--- config.mk ---
export PLATFORM = sky130hd
export DESIGN_NAME = packet_mem_to_tx_flat
export DESIGN_NICKNAME = d
export VERILOG_FILES = /design/src/rtl/packet_mem_to_tx_pkg.sv /design/src/rtl/packet_mem_to_tx_if.sv /design/src/rtl/packet_mem_to_tx.sv /design/src/flat_wrapper.sv
export SDC_FILE = /design/constraint.sdc
export NUM_CORES = 1
export LEC_CHECK = 0
export CAP_MARGIN = 15
export CORE_MARGIN = 5
export CORE_UTILIZATION = 38
export DETAILED_ROUTE_END_ITERATION = 10
export HOLD_SLACK_MARGIN = 0.05
export SYNTH_ARGS = -nofsm -noshare
export SYNTH_HDL_FRONTEND = slang
export SYNTH_SLANG_ARGS = --single-unit
--- constraint.sdc ---
create_clock -name iclk -period 6.2 [get_ports iclk]
set_input_delay 1.86 -clock iclk [delete_from_list [all_inputs] [get_ports iclk]]
set_output_delay 1.86 -clock iclk [all_outputs]
set_load 0.005 [all_outputs]
--- src/rtl/packet_mem_to_tx_pkg.sv ---
// Shared definitions for the packet memory to transmit replay block.
//   state_t     : controller states
//   DEF_IFG     : default number of idle cycles after each packet
//   PIPE_DEPTH  : memory read latency plus transmit output register
package packet_mem_to_tx_pkg;

    typedef enum logic [2:0] {
        IDLE,
        LOAD,
        READ,
        DRAIN,
        GAP
    } state_t;

    localparam int         DEF_IFG    = 12;
    localparam logic [1:0] PIPE_DEPTH = 2'd2;

endpackage

--- src/rtl/packet_mem_to_tx_if.sv ---
// Bus bundle between the upstream packet buffer / memory and the replay block.
//   iempty, ilen_pac : upstream head-packet status
//   ir_data          : memory read data (one cycle after or_addr)
//   or_addr          : memory read address
//   otx_en, otxd     : GMII-style transmit valid and byte
//   opkt_done        : one-cycle release pulse for the head packet
//   obusy            : controller not idle
// master = replay block side, slave = buffer/memory/PHY side.
interface packet_mem_to_tx_if #(
    parameter int pRB_WIDHT  = 14,
    parameter int pMEM_WIDTH = 8,
    parameter int pLEN_WIDTH = 11
);
    logic                  iempty;
    logic [pLEN_WIDTH-1:0] ilen_pac;
    logic [pMEM_WIDTH-1:0] ir_data;
    logic [pRB_WIDHT-1:0]  or_addr;
    logic                  otx_en;
    logic [pMEM_WIDTH-1:0] otxd;
    logic                  opkt_done;
    logic                  obusy;

    modport master (
        input  iempty, ilen_pac, ir_data,
        output or_addr, otx_en, otxd, opkt_done, obusy
    );

    modport slave (
        output iempty, ilen_pac, ir_data,
        input  or_addr, otx_en, otxd, opkt_done, obusy
    );
endinterface

--- src/rtl/packet_mem_to_tx.sv ---
// Replays stored packets from the receive ring buffer onto a byte-serial
// transmit interface, releasing each packet upstream and inserting an
// inter-frame gap after it.
//   iclk  : clock
//   i_rst : asynchronous active-low reset
//   bus   : packet_mem_to_tx_if master modport (status in, memory, tx out)
//
// state | meaning
// ------+---------------------------------------------------------------
// IDLE  | wait for a complete packet upstream
// LOAD  | latch head-packet length; zero length is released immediately
// READ  | issue one read address per cycle, rd_ptr + cnt
// DRAIN | let the last bytes leave the memory/output pipeline
// GAP   | release packet, advance rd_ptr, hold off for pIFG cycles
module packet_mem_to_tx
    import packet_mem_to_tx_pkg::*;
#(
    parameter int pRB_WIDHT  = 14,
    parameter int pMEM_WIDTH = 8,
    parameter int pLEN_WIDTH = 11,
    parameter int pIFG       = DEF_IFG
) (
    input  logic                iclk,
    input  logic                i_rst,
    packet_mem_to_tx_if.master  bus
);

    localparam int TMR_W = $clog2(pIFG + 1) + 1;

    localparam logic [TMR_W-1:0]      ONE_T    = TMR_W'(1);
    localparam logic [TMR_W-1:0]      GAP_TC   = TMR_W'(pIFG - 1);
    localparam logic [TMR_W-1:0]      DRAIN_TC = TMR_W'(PIPE_DEPTH - 2'd1);
    localparam logic [pLEN_WIDTH-1:0] ONE_L    = pLEN_WIDTH'(1);
    localparam logic [pRB_WIDHT-1:0]  ONE_A    = pRB_WIDHT'(1);

    state_t                state;
    logic [pRB_WIDHT-1:0]  rd_ptr;
    logic [pLEN_WIDTH-1:0] cnt;
    logic [pLEN_WIDTH-1:0] len;
    logic [TMR_W-1:0]      tmr;
    // vld[0] lines up with ir_data, vld[1] with the registered transmit byte
    logic [1:0]            vld;
    logic [pRB_WIDHT-1:0]  next_ptr;

    assign next_ptr   = rd_ptr + pRB_WIDHT'(len);
    assign bus.otx_en = vld[1];

    always_ff @(posedge iclk or negedge i_rst) begin
        if (!i_rst) begin
            state         <= IDLE;
            rd_ptr        <= '0;
            cnt           <= '0;
            len           <= '0;
            tmr           <= '0;
            vld           <= '0;
            bus.or_addr   <= '0;
            bus.otxd      <= '0;
            bus.opkt_done <= 1'b0;
            bus.obusy     <= 1'b0;
        end else begin
            bus.opkt_done <= 1'b0;
            vld           <= {vld[0], state == READ};
            bus.otxd      <= vld[0] ? bus.ir_data : pMEM_WIDTH'(0);

            case (state)
                IDLE: begin
                    if (!bus.iempty) begin
                        state     <= LOAD;
                        bus.obusy <= 1'b1;
                    end
                end
                LOAD: begin
                    len <= bus.ilen_pac;
                    cnt <= '0;
                    if (bus.ilen_pac == '0) begin
                        state         <= IDLE;
                        bus.opkt_done <= 1'b1;
                        bus.obusy     <= 1'b0;
                    end else begin
                        state <= READ;
                    end
                end
                READ: begin
                    cnt <= cnt + ONE_L;
                    if (cnt == len - ONE_L) begin
                        state       <= DRAIN;
                        tmr         <= DRAIN_TC;
                        bus.or_addr <= rd_ptr;
                    end else begin
                        // registered address: present the next byte's address
                        bus.or_addr <= rd_ptr + pRB_WIDHT'(cnt) + ONE_A;
                    end
                end
                DRAIN: begin
                    if (tmr == '0) begin
                        state         <= GAP;
                        tmr           <= GAP_TC;
                        rd_ptr        <= next_ptr;
                        bus.or_addr   <= next_ptr;
                        bus.opkt_done <= 1'b1;
                    end else begin
                        tmr <= tmr - ONE_T;
                    end
                end
                GAP: begin
                    if (tmr == '0) begin
                        state     <= IDLE;
                        bus.obusy <= 1'b0;
                    end else begin
                        tmr <= tmr - ONE_T;
                    end
                end
                default: begin
                    state     <= IDLE;
                    bus.obusy <= 1'b0;
                end
            endcase
        end
    end

endmodule
--- src/flat_wrapper.sv ---
// flat-port wrapper written by rule: the top's interface ports become plain ports
module packet_mem_to_tx_flat import packet_mem_to_tx_pkg::*;
#(
    parameter int pRB_WIDHT  = 14,
    parameter int pMEM_WIDTH = 8,
    parameter int pLEN_WIDTH = 11,
    parameter int pIFG       = DEF_IFG
)
  (iclk, i_rst, bus_iempty, bus_ilen_pac, bus_ir_data, bus_or_addr, bus_otx_en, bus_otxd, bus_opkt_done, bus_obusy);
  packet_mem_to_tx_if #(.pRB_WIDHT(pRB_WIDHT), .pMEM_WIDTH(pMEM_WIDTH), .pLEN_WIDTH(pLEN_WIDTH)) bus_i ();
  input  logic iclk;
  input  logic i_rst;
  input wire logic [$bits(bus_i.iempty)-1:0] bus_iempty;
  input wire logic [$bits(bus_i.ilen_pac)-1:0] bus_ilen_pac;
  input wire logic [$bits(bus_i.ir_data)-1:0] bus_ir_data;
  output wire logic [$bits(bus_i.or_addr)-1:0] bus_or_addr;
  output wire logic [$bits(bus_i.otx_en)-1:0] bus_otx_en;
  output wire logic [$bits(bus_i.otxd)-1:0] bus_otxd;
  output wire logic [$bits(bus_i.opkt_done)-1:0] bus_opkt_done;
  output wire logic [$bits(bus_i.obusy)-1:0] bus_obusy;
  assign bus_i.iempty = bus_iempty;
  assign bus_i.ilen_pac = bus_ilen_pac;
  assign bus_i.ir_data = bus_ir_data;
  assign bus_or_addr = bus_i.or_addr;
  assign bus_otx_en = bus_i.otx_en;
  assign bus_otxd = bus_i.otxd;
  assign bus_opkt_done = bus_i.opkt_done;
  assign bus_obusy = bus_i.obusy;
  packet_mem_to_tx #(.pRB_WIDHT(pRB_WIDHT), .pMEM_WIDTH(pMEM_WIDTH), .pLEN_WIDTH(pLEN_WIDTH), .pIFG(pIFG)) u_core (.iclk(iclk), .i_rst(i_rst), .bus(bus_i));
endmodule
# Word level (Yosys, flattened, before mapping)
# Index checks and enable logic that the tools add are counted.
[totals] inputBits=22 out_inout_bits=25 elab_cells=62 reg_bits=70
[op_classes] mux=22 n_reduce_logical=12 eq_ne=11 addsub=6 bitwise=1
[op_table] cell="14-bit by 11-bit adder with 14-bit output" count=2
[op_table] cell="14-bit two-way mux" count=2
[op_table] cell="14-bit one-hot mux with 2 select lines" count=1
[op_table] cell="11-bit one-hot mux with 2 select lines" count=1
[op_table] cell="5-bit two-way mux" count=3
[op_table] cell="3-bit one-hot mux with 5 select lines" count=1
[op_table] cell="5-bit one-hot mux with 3 select lines" count=1
[op_table] cell="14-bit by 1-bit adder with 14-bit output, second input constant" count=1
[op_table] cell="3-bit two-way mux" count=4
[op_table] cell="11-bit by 1-bit adder with 11-bit output, second input constant" count=1
[op_table] cell="11-bit equality test" count=1
[op_table] cell="11-bit zero test" count=1
[op_table] cell="11-bit by 1-bit subtractor with 11-bit output, second input constant" count=1
[op_table] cell="8-bit two-way mux" count=1
[op_table] cell="4-bit AND reduction" count=2
[op_table] cell="3-bit by 2-bit equality test with 1-bit output, second input constant" count=2
[op_table] cell="2-bit by 1-bit != test with 1-bit output, second input constant" count=3
[op_table] cell="2-bit != test, second input constant" count=3
[op_table] cell="5-bit zero test" count=1
[op_table] cell="1-bit two-way mux" count=5
[op_table] cell="5-bit by 1-bit subtractor with 5-bit output, second input constant" count=1
[op_table] cell="1-bit one-hot mux with 4 select lines" count=1
[op_table] cell="2-bit AND reduction" count=2
[op_table] cell="2-bit nonzero test" count=2
[op_table] cell="9 further kinds" count=9

# Logic depth before layout (Yosys ltp)
[depth] word_depth=4 mapped_depth=12 mapped_depth_nobuf=12

# Worst setup path after synthesis
# No wires, ideal clock.
[synth_path] path_type="reg-to-reg" startpoint="register u_core.cnt[0]" endpoint="register u_core.bus.or_addr[10]" arrival_time_ns=2.831 setup_slack_ns=3.304 stages_incl_launch_ff=13 path_cell_list="dfrtp_1 > inv_1 > ha_1 > inv_1 > fa_1 > a21oi_1 > o21bai_1 > a2111oi_0 > o31ai_1 > or3_1 > nand2b_1 > nand4_1 > o221a_2"
[synth_via] elab_chain_cells=4 word_cells_on_any_way=5
[synth_rtl] element="from (decl)" line_no="packet_mem_to_tx.sv:38" source="logic [pLEN_WIDTH-1:0] cnt;"
[synth_rtl] element="from (signal assigned)" line_no="packet_mem_to_tx.sv:84" source="cnt <= cnt + ONE_L;"
[synth_rtl] element="14-bit by 11-bit adder with 14-bit output" line_no="packet_mem_to_tx.sv:91" source="bus.or_addr <= rd_ptr + pRB_WIDHT'(cnt) + ONE_A;"
[synth_rtl] element="14-bit by 1-bit adder with 14-bit output" line_no="packet_mem_to_tx.sv:91"
[synth_rtl] element="14-bit two-way mux *" line_no="packet_mem_to_tx.sv:85" source="if (cnt == len - ONE_L) begin"
[synth_rtl] element="14-bit one-hot mux with 2 select lines *" line_no="packet_mem_to_tx.sv:65" source="case (state)"
[synth_rtl] element="to (signal assigned)" line_no="packet_mem_to_tx.sv:88" source="bus.or_addr <= rd_ptr;"
[synth_rtl] element="to (signal assigned)" line_no="packet_mem_to_tx.sv:91"
[synth_rtl] element="to (signal assigned)" line_no="packet_mem_to_tx.sv:99" source="bus.or_addr <= next_ptr;"
[synth_rtl] element="to (decl)" line_no="packet_mem_to_tx_if.sv:25" source="output or_addr, otx_en, otxd, opkt_done, obusy"
# Mark *: on every way between the ends. The rest lies on a longest branch, timed or not.
# A chain may end at the register's enable or synchronous reset.

# Worst setup path after layout
# Same ends and word-level chain as after synthesis.

==> parameters.txt <==
Parameter                              Value

Outcome
  Run status    finished clean

Clock network
  Clock tree from TritonCTS    yes
  Number of CTS-inserted buffers    9
  Level count of the clock H-tree    3
  Maximum number of buffers from clock root to sink    2
  Clock transition at the registers of the reported paths    0.06 ns
  Cts hold-fix bufs    0
  Worst skew pair latency    0.34 ns
  Clock net sink count    70
  CTS-repair resized insts    0
  Clock Root Buffer    clkbuf_16
  Setup Buffers After CTS    0

Synthesis
  Library cell occupying the most area in the post-synthesis netlist    dfrtp_1
  #FFs+latches synth    70
  Mapped Area    4512 um2
  Predominant post-synthesis flop cell    dfrtp_1
  Sequential area share after synthesis    38.82%
  Commonest cells in the netlist    dfrtp_1 (70), nand2_1 (57), nor2_1 (38)
  Unique masters post-synth    62
  Yosys top cell area share    38.82%
  Syn Area/Cell    about 9.2 um2
  Most frequent cell after synthesis    dfrtp_1
  Synthesized instance count    488
  Yosys Warn Count    0
  Number of nets produced by synthesis    537
  Leading post-synthesis cells by cell area    dfrtp_1 (39%), ha_1 (6.9%), nand2_1 (4.7%)
  Async set-reset flop share out of synthesis    100.0%
  Number of enable-type register cells in the synthesized netlist    0

Worst setup path
  Worst Reg-to-Reg Cells    12
  Arrival time of data at the critical path endpoint    3.60 ns
  Category of the most critical setup path    reg2reg
  Highest fanout seen on the critical path    7
  CP Launch Type    flop
  Crit path capture type    flop
  Crit path largest cell delay    approximately 0.80 ns
  Slowest library cell on the worst path    a2111oi_0
  List of cells traversed by the critical path    inv_1 > ha_1 > inv_1 > fa_1 > a21oi_1 > o21bai_1 > a2111oi_0 > o31ai_1 > or3_1 > nand2b_1 > nand4_1 > o221a_2
  Cell repeated most along the worst path    inv_1
  Data required time of the worst path    6.48 ns

Floorplanning
  Area inside the core boundary    11,520 um2
  Vertical extent of the die    119.0 um
  # IOs    47
  Placement Rows    39
  Initial standard-cell utilization of the core    39.18%
  X dimension of the die    119.0 um
  Die outline area    14,150 um2

Cells and area
  Ratio of cells with drive above 1 in the final layout    8.801%
  Post-Layout Inst Area    5366 um2
  Area growth, synth to finish    18.94%
  FF/Latch Area    1752 um2
  Count of filler cells inserted in the layout    1,109
  Area used by multi-input combinational logic    around 2600 um2
  Number of antenna repair diodes    0
  Fin nets    578

Global routing
  Maximum number of pins on one net before global-route repair    38
  First-pass GRT wire length    ~18,000 um
  Via count of the first global-routing pass    3,681
  Global router's overall resource usage    ~16%
  Overflow after GRT    0
  Antenna violations before repair    0

Worst hold path
  Class of the tightest hold or removal check    reg2reg
  Number of cells on the worst hold path    1

Power and ir drop
  Leak    2.419 nW
  Largest voltage drop on the vdd net    0.0002593 V
  Post-layout power    2.801 mW
  PD cells    522.0 nW/um2

Routing
  Average wire length per cell after detail routing    16.32 um
  Number of violations reported at the end of detailed-routing iteration 0    180
  Pre-antenna DRT Iters    4
  Antenna-violating nets left    0
  Number of vias after detailed routing    3,700
  DRC violations left    0
  Via density per instance    ~5.5
  Final Routed Wirelength    11,050 um

Timing
  Hold Vio Cnt, Final    0
  Clock Skew    0.004740 ns
  RSZ-0062 raised after global routing    no
  Final worst path period need    3.319 ns
  Max-Slew Margin vs Limit    39.51%
  Count of pins over their slew limit    0
  Actual transition at the worst max-transition pin    just under 0.9 ns
  Total Negative Setup Slacks    0 ns
  Final period util    53.54%
  Number of endpoints failing setup at the final stage    0
  Final-layout worst hold slack    0.4780 ns
  Maximum clock frequency    0.3013 GHz

Placement
  RePlAce Congestion    between 0.8 and 0.9
  DP HPWL    8353 um
  Area after detailed placement    5066 um2
  Buffers added on ports    46

Flow run
  MaxCap Viol Count    0
-- logic make-up after synthesis --
group | after synthesis | synth area share [%]
flops | 70 | 38.82
mux | 27 | 6.378
fa+ha+maj | 27 | 7.820
compound gates | 123 | 18.44
buf+inv | 34 | 3.356
xor+xnor | 29 | 5.629
simple gates | 178 | 19.55
-- sequential cells by signal, indices dropped and copies added, names as in the netlist --
| signal | flops |
|---|---|
| u_core.bus.or_addr | 14 |
| u_core.vld | 2 |
| u_core.tmr | 5 |
| u_core.bus.opkt_done | 1 |
| u_core.cnt | 11 |
| u_core.bus.obusy | 1 |
| u_core.len | 11 |
| u_core.rd_ptr | 14 |
| u_core.bus.otxd | 8 |
| u_core.state | 3 |
-- layout by cell type (no fill, tap or decap), types with 4 or more instances in the layout --
cell,n
dfrtp_1,70
nand2_1,57
clkdlybuf4s50_1,45
nor2_1,38
o21ai_0,32
a21oi_1,31
ha_1,25
xnor2_1,18
inv_1,17
nand3_1,16
mux2_2,14
mux2i_1,13
and2_1,11
xor2_1,11
nor3_1,10
nand2b_1,9
clkbuf_16,9
nor2b_1,8
a211oi_1,7
nor4_1,5
o31a_1,5
a21o_1,5
nand4_1,4
o21a_1,4
-- per-layer routing --
layer,routed length (um),share of wire [%],track usage (%)
met4,225,2.0,5.865
met3,352,3.2,3.697
met2,5189,47,26.47
met5,0,0,0
met1,5282,48,21.17
-- layout make-up --
type	count	area share (%)
inverters	17	1.189
well taps	143	3.334
clock buffers	10	4.453
repair buffers	47	8.627
clock inverters	6	1.142
flip-flops and latches	70	32.64
multi-input cells	384	48.61
-- worst max-delay path, delay by kind of cell, from the launching register on --
kind,cells,cell delay (ns)
and+or+nand+nor,3,0.64
DFF,1,0.45
AOI/OAI and AO/OA,5,1.47
adders and majority gates,2,0.56
buffers and inverters,2,0.14
-- path summary, 6_finish.rpt --
check	start	to	slack [ns]
min in group asynchronous	i_rst	u_core.bus.otxd[0]	1.58
worst max-delay path	u_core.cnt[0]	u_core.bus.or_addr[10]	2.88
worst min register to register	u_core.bus.or_addr[4]	u_core.bus.or_addr[4]	0.48
worst max register to register	u_core.cnt[0]	u_core.bus.or_addr[10]	2.88
max in group asynchronous	i_rst	u_core.tmr[3]	3.66
worst min-delay path	u_core.bus.or_addr[4]	u_core.bus.or_addr[4]	0.48
-- per-stage QoR --
stage	std cells	utilization [%]	setup WS, ns
3_5_place_dp	661	43.99	2.870
2_1_floorplan	488	-	3.304
5_1_grt	677	46.60	2.565
6_report	677	46.60	2.881
4_1_cts	677	46.60	2.882
3_3_place_gp	661	43.99	2.862
-- power by group --
part | switching [mW] | total, mW | internal (mW)
Sequential | 0.232 | 0.851 | 0.618
Clock | 0.200 | 0.521 | 0.321
Combinational | 0.761 | 1.43 | 0.668
Note: power is estimated with default switching activity, not from simulation.
